<file path="config.mk">
export PLATFORM = sky130hd
export DESIGN_NAME = load_store_unit
export DESIGN_NICKNAME = d
export VERILOG_FILES = /design/src/rtl/load_store_unit.sv
export SDC_FILE = /design/constraint.sdc
export NUM_CORES = 1
export LEC_CHECK = 0
export CORE_MARGIN = 2
export CORE_UTILIZATION = 48
export CTS_CLUSTER_DIAMETER = 30
export DETAILED_ROUTE_END_ITERATION = 6
export GPL_ROUTABILITY_DRIVEN = 0
export PLACE_DENSITY = 0.85
export SLEW_MARGIN = 25
export SYNTH_ARGS = -nofsm -noshare
export SYNTH_HDL_FRONTEND = slang
export SYNTH_SLANG_ARGS = --single-unit
</file>
<file path="constraint.sdc">
create_clock -name clk -period 2.7 [get_ports clk]
set_input_delay 0.405 -clock clk [delete_from_list [all_inputs] [get_ports clk]]
set_output_delay 0.405 -clock clk [all_outputs]
set_load 0.05 [all_outputs]
</file>
<file path="src/rtl/load_store_unit.sv">
// Load/store unit: byte/halfword/word accesses to a word-wide data memory, with
// read-modify-write for sub-word stores. Define LSU_ALIGN_CHECK_EN to fault misaligned accesses.
module load_store_unit (
  input  logic        clk,
  input  logic        rst_n,
  input  logic        req,
  input  logic        we,
  input  logic [1:0]  size,
  input  logic        sign_ext,
  input  logic [31:0] addr,
  input  logic [31:0] wdata,
  output logic        busy,
  output logic        done,
  output logic [31:0] rdata,
  output logic        misalign,
  output logic        dm_ena,
  output logic        dm_rena,
  output logic        dm_wena,
  output logic [31:0] dm_addr,
  output logic [31:0] dm_wdata,
  input  logic [31:0] dm_rdata
);

  typedef enum logic [2:0] {IDLE, LOAD, RMW_RD, WRITE, DONE} state_t;

  state_t      state;
  logic [1:0]  size_q;
  logic        sext_q;
  logic [31:0] addr_q;
  logic [31:0] wdata_q;

  logic        misalign_now;
  logic [7:0]  lane_byte;
  logic [15:0] lane_half;
  logic [31:0] load_ext;
  logic [31:0] merged;

  assign dm_addr = {addr_q[31:2], 2'b00};

`ifdef LSU_ALIGN_CHECK_EN
  // Reserved size 2'b11 behaves as a word, so size[1] selects word alignment rules.
  assign misalign_now = (size == 2'b01 && addr[0]) || (size[1] && addr[1:0] != 2'b00);
`else
  assign misalign_now = 1'b0;
`endif

  // NOTE: combinational blocks use blocking '=' and assign every output first,
  // so no latch is inferred for any path through the case statements.
  always_comb begin
    lane_byte = dm_rdata[{addr_q[1:0], 3'b000} +: 8];
    lane_half = dm_rdata[{addr_q[1], 4'b0000} +: 16];
    case (size_q)
      2'b00:   load_ext = {{24{sext_q & lane_byte[7]}}, lane_byte};
      2'b01:   load_ext = {{16{sext_q & lane_half[15]}}, lane_half};
      default: load_ext = dm_rdata;
    endcase
  end

  always_comb begin
    merged = dm_rdata;
    case (size_q)
      2'b00:   merged[{addr_q[1:0], 3'b000} +: 8] = wdata_q[7:0];
      2'b01:   merged[{addr_q[1], 4'b0000} +: 16] = wdata_q[15:0];
      default: merged = wdata_q;
    endcase
  end

  // NOTE: sequential state uses non-blocking '<='; every register here is
  // reset, and the async reset also drops dm_wena before the next write edge.
  always_ff @(posedge clk or negedge rst_n) begin
    if (!rst_n) begin
      state    <= IDLE;
      size_q   <= 2'b00;
      sext_q   <= 1'b0;
      addr_q   <= '0;
      wdata_q  <= '0;
      busy     <= 1'b0;
      done     <= 1'b0;
      misalign <= 1'b0;
      rdata    <= '0;
      dm_ena   <= 1'b0;
      dm_rena  <= 1'b0;
      dm_wena  <= 1'b0;
      dm_wdata <= '0;
    end else begin
      done     <= 1'b0;
      misalign <= 1'b0;
      dm_ena   <= 1'b0;
      dm_rena  <= 1'b0;
      dm_wena  <= 1'b0;
      case (state)
        IDLE: begin
          if (req) begin
            size_q  <= size;
            sext_q  <= sign_ext;
            addr_q  <= addr;
            wdata_q <= wdata;
            busy    <= 1'b1;
            if (misalign_now) begin
              state    <= DONE;
              done     <= 1'b1;
              misalign <= 1'b1;
            end else if (!we) begin
              state   <= LOAD;
              dm_ena  <= 1'b1;
              dm_rena <= 1'b1;
            end else if (size[1]) begin
              state    <= WRITE;
              dm_ena   <= 1'b1;
              dm_wena  <= 1'b1;
              dm_wdata <= wdata;
            end else begin
              state   <= RMW_RD;
              dm_ena  <= 1'b1;
              dm_rena <= 1'b1;
            end
          end
        end
        LOAD: begin
          rdata <= load_ext;
          state <= DONE;
          done  <= 1'b1;
        end
        RMW_RD: begin
          dm_wdata <= merged;
          state    <= WRITE;
          dm_ena   <= 1'b1;
          dm_wena  <= 1'b1;
        end
        WRITE: begin
          state <= DONE;
          done  <= 1'b1;
        end
        DONE: begin
          state <= IDLE;
          busy  <= 1'b0;
        end
        default: begin
          state <= IDLE;
          busy  <= 1'b0;
        end
      endcase
    end
  end

endmodule

</file>
* Yosys cells after proc, flatten, opt, wreduce, memory -nomap -nowiden
Index checks and enable logic that the tools add are counted.
** Word-level totals
- Register bits :: 139
- Input port bits :: 103
- Logic and storage cells :: 63
** Operators by class
- Bitwise operators :: 3
- $add $sub $neg :: 2
- Multiplexer cells :: 25
- Reduce and logical (&&, ||, !) cells :: 8
- Equality and inequality tests :: 7
- Shifts and indexed selects :: 6
** Operator list (count)
- $pmux W32 S2 :: 3
- $mux W32 :: 3
- $bwmux W32 :: 2
- $shift A16 B7 Y32 const A :: 1
- $shift A8 B7 Y32 const A :: 1
- $shiftx A16 B7 Y32 :: 1
- $shiftx A32 B6 Y16 :: 1
- $shiftx A32 B6 Y8 :: 1
- $shiftx A8 B7 Y32 :: 1
- $neg A5 Y7 :: 2
- $mux W1 :: 11
- $pmux W3 S3 :: 1
- $eq A3 B2 Y1 const B :: 2
- $ne A2 B2 Y1 const B :: 3
- $pmux W1 S2 :: 3
- $reduce_and A2 Y1 :: 2
- $reduce_and A4 Y1 :: 1
- $eq A3 B1 Y1 const B :: 1
- $logic_not A3 Y1 :: 1
- $mux W3 :: 1
- $reduce_or A3 Y1 :: 1
- $and A1 B1 Y1 :: 2
- $eq A2 B1 Y1 const B :: 1
- $logic_not A2 Y1 :: 1
- 4 further kinds :: 4

* Longest topological paths before layout
Gate-level depths: netlist of the first run.
- Word-level depth :: 5
- Mapped depth :: 8
- Depth with buffers taken out :: 6

* Least setup slack after synthesis of the first run
No wires, ideal clock.
- Path type :: register -> register
- Start point :: register addr_q[1]
- End point :: register dm_wdata[0]
- Arrival time :: 1930 ps
- Stages on the path, launching flop included :: 8
- Data required time :: 2568 ps
- Slack :: 638 ps
- Period minus slack after synthesis :: 2062 ps
- Path through :: dfrtp_1 buf_2 inv_1 ha_1 nor3_1 a311o_1 a221oi_1 o21ai_0
** Between the ends
- Word-level cells in the longest chain between the ends :: 5
** RTL lines
- start: declaration :: line 29 : logic [31:0] addr_q;
- start signal: assignment :: line 96 : addr_q <= addr;
- $neg A5 Y7 (on tied branches) :: line 63, 62
- $shiftx A16 B7 Y32 (tied with other cells) :: line 63 : 2'b01: merged[{addr_q[1], 4'b0000} +: 16] = wdata_q[15:0];
- $bwmux W32 (on tied branches) :: line 63, 62
- $pmux W32 S2 * :: line 61 : case (size_q)
- $pmux W32 S2 * :: line 91 : case (state)
- end signal: assignment :: line 111 : dm_wdata <= wdata;
- end signal: assignment :: line 125 : dm_wdata <= merged;
- end: declaration :: line 20 : output logic [31:0] dm_wdata,
Every way passes the cells marked *; elsewhere a longest branch is shown, timed or not.
A chain may end at the register's enable or synchronous reset.

* Final worst setup path of the first run
- Start point :: register addr_q[1]
- End point :: register dm_wdata[15]
The elaborated chain is that of the path after synthesis.

==> flow_summary_export.csv, run 1 <==
group,metric,value,unit
run_status,status,"completed",
sta,tns,0,ps
worst_setup_path,path_class,"reg2reg",
finish,diodes,0,
finish,fill_cells,1113,
sta,slew-limit-headroom,0.385,
floorplanning,dieHeight,127,um
sta,hold_violations,0,
worst_setup_path,crit_family,"compound AO/OA/AOI/OAI gates",
worst_setup_path,endpoint_kind,"register",
synthesis,netlist_area,7230,sq um
clock_network,cts_hold_buf,1,
worst_setup_path,crit_required,2980,ps
finish,layout-drive-gt1-share,0.169,
floorplanning,die_w,127,um
synthesis,yosysTopAreaCell,"dfrtp_1",
sta,min_period,2460,ps
clock_network,htree_levels,4,
synthesis,synth_top_family_by_area,"multiplexers",
worst_setup_path,crit_fanout,8,
synthesis,yosys.area_share.adder,0.00865,
power_and_ir_drop,leakage,3.95,nW
clock_network,clock_latency,430,ps
run,maxCapViolations,0,
route,drt-pass1-iter-count,5,
floorplanning,coreArea,14600,sq um
sta,drv_slew,0,
power_and_ir_drop,peakVddDrop,0.781,mV
route,drtAntennaViolNets,0,
synthesis,yosys.cell_count.top_type,"dfrtp_1",
synthesis,postSynthCellCount,672,
synthesis,ys_seq_area_frac,0.481,
route,drcViolationCount,0,
worst_setup_path,reg2reg_from,"addr_q[1]",
floorplanning,rows,44,
synthesis,synth_compound_area_frac,0.136,
route,wl,22000,um
global_routing,antenna_found_initial,0,
worst_setup_path,rrSetupSlack,240,ps
placed_design,place_hpwl,15600,um
worst_setup_path,cp.arrival,2730,ps
global_routing,grt_overflow,0,
floorplanning,die_area,16100,sq um
worst_setup_path,crit_buf_inv,1,
clock_network,cts_buffer_depth,2,
worst_setup_path,start_kind,"register",
clock_network,numCtsBuffers,17,
route,routedWlPerCell,21.4,um
finish,nets,940,
synthesis,synth_xor_area_frac,0,
sta,fmax,407,MHz
sta,final.setup_skew,7.95,ps
route,vias,6261,
synthesis,synth-simple-area-share,0.148,
synthesis,yosysUniqueCellTypes,53,
worst_setup_path,ff2ff_path_depth,6,
sta,finalSetupViolCount,0,
worst_setup_path,r2r-end,"dm_wdata[15]",
global_routing,grt_max_degree,70,
clock_network,cts_setup_buffers,0,
finish,final_cell_area,9740,sq um
floorplanning,io_pins,205,
sta,max_slew.worst_pin.slew,923,ps
finish,multi_input_area,3240,sq um
worst_setup_path,cp_cell_sequence,"inv_1 -> ha_1 -> nor2b_1 -> nor4b_1 -> a2111oi_0 -> o21ai_0",
route,drtIter0Drc,570,
synthesis,async_flop_share,1.00,
synthesis,yosys_most_used_dff,"dfrtp_1",
synthesis,ys_top_cells_by_count,"139 x dfrtp_1, 72 x mux2_2, 66 x nand2_1, 50 x o21ai_0, 44 x nand3_1",
synthesis,ys_ff_latch,139,
worst_setup_path,crit_slowest_cell,"a2111oi_0",
power_and_ir_drop,power_per_cell_area,1470,nW/um^2
clock_network,cts_tree,"built",
placed_design,io_buffers,201,
synthesis,yosys_warnings,0,
finish,seqCellArea,3480,sq um
floorplanning,initial_utilization,0.494,
synthesis,synth_top_area_share,0.481,
placed_design,place_area,9190,sq um
clock_network,clock-sinks,139,
synthesis,synth_edf_count,0,
clock_network,clkTransAtPathRegs,60,ps
global_routing,grt_use_total,0.278,
sta,rsz0062_at_grt,"no",
route,routed_via_density,6.08,
synthesis,muxShareOfSynthArea,0.153,
sta,period_share,0.910,
hold_path,hold_path_class,"in2async",
global_routing,grt_pass1_vias,6125,
synthesis,avgSynthCellArea,10.8,sq um
synthesis,synthTopCellsByArea,"dfrtp_1 48%, mux2_2 11%, buf_4 3.6%",
sta,hold_slack,478,ps
worst_setup_path,max_stage_delay,610,ps
clock_network,root_buffer,"clkbuf_16",
global_routing,grt_pass1_wl,34700,um
clock_network,cts_resized,0,
worst_setup_path,setup.worst_path.start,"addr_q[1]",
finish,area_growth,34.6,%
how the worst max path moves through the flow:
stage | cells after the start | to | slack, ps
final | 6 | dm_wdata[15] | 240
after floorplan | 7 | dm_wdata[0] | 640
after CTS | 6 | dm_wdata[1] | 310
after detailed placement | 6 | dm_wdata[9] | 330
after global routing | 6 | dm_wdata[15] | 120
after global placement | 4 | dm_wdata[8] | 370
sequential cells by signal, indices dropped and copies added (netlist names):
signal and flops:
busy 1, done 1, addr_q 32, dm_rena 1, wdata_q 32, dm_wdata 32, rdata 32, dm_ena 1
size_q 2, sext_q 1, state 3, dm_wena 1
worst register-to-register path: cells and delay by family (launching register included):
family	cells	cell delay, ps
compound gates	2	800
fa+ha+maj	1	250
buf+inv	1	240
flops	1	370
simple gates	2	640
placed cells by master (no fill, tap or decap), types with 6 or more instances in the layout:
cell             instances
nor4b_1                 14
clkdlybuf4s50_1        200
a32o_1                   8
dfrtp_1                138
a221oi_1                16
mux2i_1                 14
buf_4                   20
a21oi_1                 17
clkinvlp_4               6
a211oi_1                 6
mux2_2                  72
o21ai_1                  9
nand3_1                 44
o32ai_1                  6
a221o_1                  8
nand2_1                 66
nor2b_1                  8
inv_1                    9
o21ai_0                 50
mux4_2                   7
nor2_1                  30
a2111oi_0                8
clkbuf_16               17
nand3b_1                 8
logic make-up (layout without fill, tap and decap cells):
kind of cell / count (synthesis) / after routing
simple gates: 200 / 200
buf+inv: 94 / 265
fa+ha+maj: 5 / 5
flops: 139 / 139
other cells: 1 / 3
mux: 93 / 93
compound gates: 140 / 140
per-layer routing:
layer,track usage,up-vias,share of wire
met5,0,-,0
met2,0.431,393,0.46
li1,-,2743,-
met1,0.372,3052,0.39
met4,0.125,0,0.038
met3,0.0700,73,0.11
where the power goes:
| group | internal, W | switching (W) | leakage, nW |
|---|---|---|---|
| Clock | 0.00122 | 0.000900 | 0.242 |
| Combinational | 0.00302 | 0.00513 | 2.05 |
| Sequential | 0.00314 | 0.000886 | 1.67 |
| Total | 0.00739 | 0.00691 | 3.95 |
through the flow:
| stage | util | setup WS [ps] | power [W] | cells |
|---|---|---|---|---|
| after floorplan | - | 638 | 0.00979 | 674 |
| after global placement | 0.628 | 369 | 0.0119 | 996 |
| after detailed placement | 0.628 | 327 | 0.0121 | 996 |
| after CTS | 0.665 | 314 | 0.0143 | 1029 |
| after global routing | 0.665 | 124 | 0.0150 | 1029 |
| final | 0.665 | 244 | 0.0143 | 1029 |
area by class of cell:
type                            instances  area share
Multi-Input combinational cell        441       0.333
Clock buffer                           23      0.0481
Inverter                                9     0.00347
Tap cell                              184      0.0236
Clock inverter                          9     0.00694
Sequential cell                       139       0.357
Timing Repair Buffer                  224       0.227
Note: power is estimated with default switching activity, not from simulation.
==> run 2, diff against run 1 <==
CORE_UTILIZATION = 45   (was 48)
DONT_BUFFER_PORTS = 1   (was default)
PLACE_DENSITY = 0.65   (was 0.85)
==> flow_summary_export.csv, run 2 (same netlist as run 1, synthesis figures left out) <==
group,metric,value,unit
run_status,status,"finished with violations",
run_status,violations,"hold timing",
route,routed_via_density,6.27,
route,routedWlPerCell,24.7,um
worst_setup_path,start_kind,"register",
finish,nets,735,
placed_design,io_buffers,0,
finish,area_growth,7.56,%
finish,final_cell_area,7780,sq um
worst_setup_path,crit_fanout,11,
worst_setup_path,reg2reg_from,"addr_q[0]",
sta,min_period,2480,ps
finish,layout_commonest_cell,"dfrtp_1",
worst_setup_path,cp.arrival,2780,ps
floorplanning,coreArea,15800,sq um
floorplanning,initial_utilization,0.459,
floorplanning,die_area,17100,sq um
global_routing,grt_pass1_wl,31800,um
route,drcViolationCount,0,
worst_setup_path,path_class,"reg2reg",
global_routing,grt_pass1_vias,5235,
sta,hold_slack,-322,ps
clock_network,cts_tree,"built",
global_routing,antenna_found_initial,0,
floorplanning,dieHeight,131,um
placed_design,place_hpwl,15300,um
route,wl,21100,um
finish,mostFrequentLayoutCells,"138 x dfrtp_1, 72 x mux2_2, 66 x nand2_1, 50 x o21ai_0, 44 x nand3_1",
route,vias,5364,
clock_network,clkTransAtPathRegs,60,ps
global_routing,grt_overflow,0,
clock_network,numCtsBuffers,17,
global_routing,grt_max_degree,140,
worst_setup_path,cp_cell_sequence,"inv_1 -> ha_1 -> nand4bb_1 -> nor4b_1 -> a2111oi_1 -> buf_4 -> o21ai_0",
sta,drv_slew,0,
floorplanning,rows,46,
sta,period_share,0.917,
finish,seqCellArea,3480,sq um
placed_design,dpl.cell_count,824,
floorplanning,die_w,131,um
worst_setup_path,r2r-end,"dm_wdata[12]",
global_routing,grt_use_total,0.255,
clock_network,clock-sinks,139,
sta,finalSetupViolCount,0,
clock_network,root_buffer,"clkbuf_16",
sta,slew-limit-headroom,0.473,
worst_setup_path,ff2ff_path_depth,7,
power_and_ir_drop,leakage,3.20,nW
sta,tns,0,ps
worst_setup_path,max_stage_delay,580,ps
placed_design,post-place-ws,232,ps
finish,multi_input_area,3250,sq um
placed_design,place_area,7180,sq um
route,drt-pass1-iter-count,5,
worst_setup_path,crit_required,3000,ps
worst_setup_path,endpoint_kind,"register",
power_and_ir_drop,power_per_cell_area,1660,nW/um^2
power_and_ir_drop,peakVddDrop,0.629,mV
route,drtIter0Drc,474,
worst_setup_path,rrSetupSlack,220,ps
sta,final.setup_skew,9.45,ps
sta,fmax,404,MHz
route,drtAntennaViolNets,0,
finish,fill_cells,1488,
clock_network,cts_buffer_depth,2,
sta,max_slew.worst_pin.slew,791,ps
finish,layout-drive-gt1-share,0.220,
clock_network,clock_latency,430,ps
sta,timing.final.ws_setup,224,ps
worst_setup_path,crit_slowest_cell,"dfrtp_1",
floorplanning,io_pins,205,
finish,stdcell_count,856,
run,maxCapViolations,0,
clock_network,htree_levels,4,
hold_path,hold_path_class,"in2async",
finish,diodes,0,
sta,rsz0062_at_grt,"no",
sta,hold_violations,139,
-- run 2: cell types whose count changed in the layout (fill, tap and decap cells not counted), sizes merged, moves of 3 or more --
cell	change
buf	-4
bufinv	+3
clkbuf	-3
clkinv	+4
clkinvlp	-4
clkdlybuf4s50	-200
-- run 2: per-stage QoR --
step,hold WS [ps],power (W),util
6_report,-322,0.0129,0.493
5_1_grt,-342,0.0136,0.493
4_1_cts,-340,0.0129,0.493
3_5_place_dp,117,0.0105,0.455
3_3_place_gp,115,0.0104,0.455
2_1_floorplan,109,0.00979,-
-- run 2: report_power, final --
part	leakage (nW)	internal [W]	switching [W]
Sequential	1.67	0.00309	0.00363
Clock	0.290	0.00147	0.000894
Combinational	1.24	0.00173	0.00206
-- run 2: worst max-delay path by stage --
stage | start | end | slack [ps] | cells past startpoint
after global placement | addr_q[0] | dm_wdata[12] | 300 | 7
after floorplan | addr_q[1] | dm_wdata[0] | 640 | 7
final | addr_q[0] | dm_wdata[12] | 220 | 7
after detailed placement | addr_q[0] | dm_wdata[12] | 230 | 7
after CTS | addr_q[0] | dm_wdata[12] | 90 | 7
after global routing | addr_q[0] | dm_wdata[12] | 30 | 6
-- run 2: repair_timing --
action / in CTS / in global routing
setup endpoints to repair: 0 / 1
endpoints found under the hold margin: 139 / 139
buffers inserted: 0 / 0
resized for setup: 0 / 1
-- run 2: final cells by class --
type | count | area share
Timing Repair Buffer | 19 | 0.0199
Multi-Input combinational cell | 441 | 0.417
Clock inverter | 12 | 0.0190
Clock buffer | 20 | 0.0574
Sequential cell | 139 | 0.447
Tap cell | 216 | 0.0347
Inverter | 9 | 0.00434
-- run 2: metal layers --
metal | vias up | track usage | part of all wire
li1 | 2341 | - | -
met1 | 2684 | 0.332 | 0.39
met2 | 291 | 0.375 | 0.46
met3 | 48 | 0.105 | 0.12
met4 | 0 | 0.111 | 0.033
met5 | - | 0 | 0
-- run 2: worst max-delay path: cells and delay by family, from the launching register on --
family,cells,cell delay [ps]
AOI/OAI and AO/OA,2,630
adders and majority gates,1,410
buffers and inverters,2,370
DFF,1,580
and+or+nand+nor,2,350
==> run 3, diff against run 2 <==
TNS_END_PERCENT = 50   (was default)
==> results of run 3 <==
The final DEF is identical to that of run 2; final timing and power are the same.
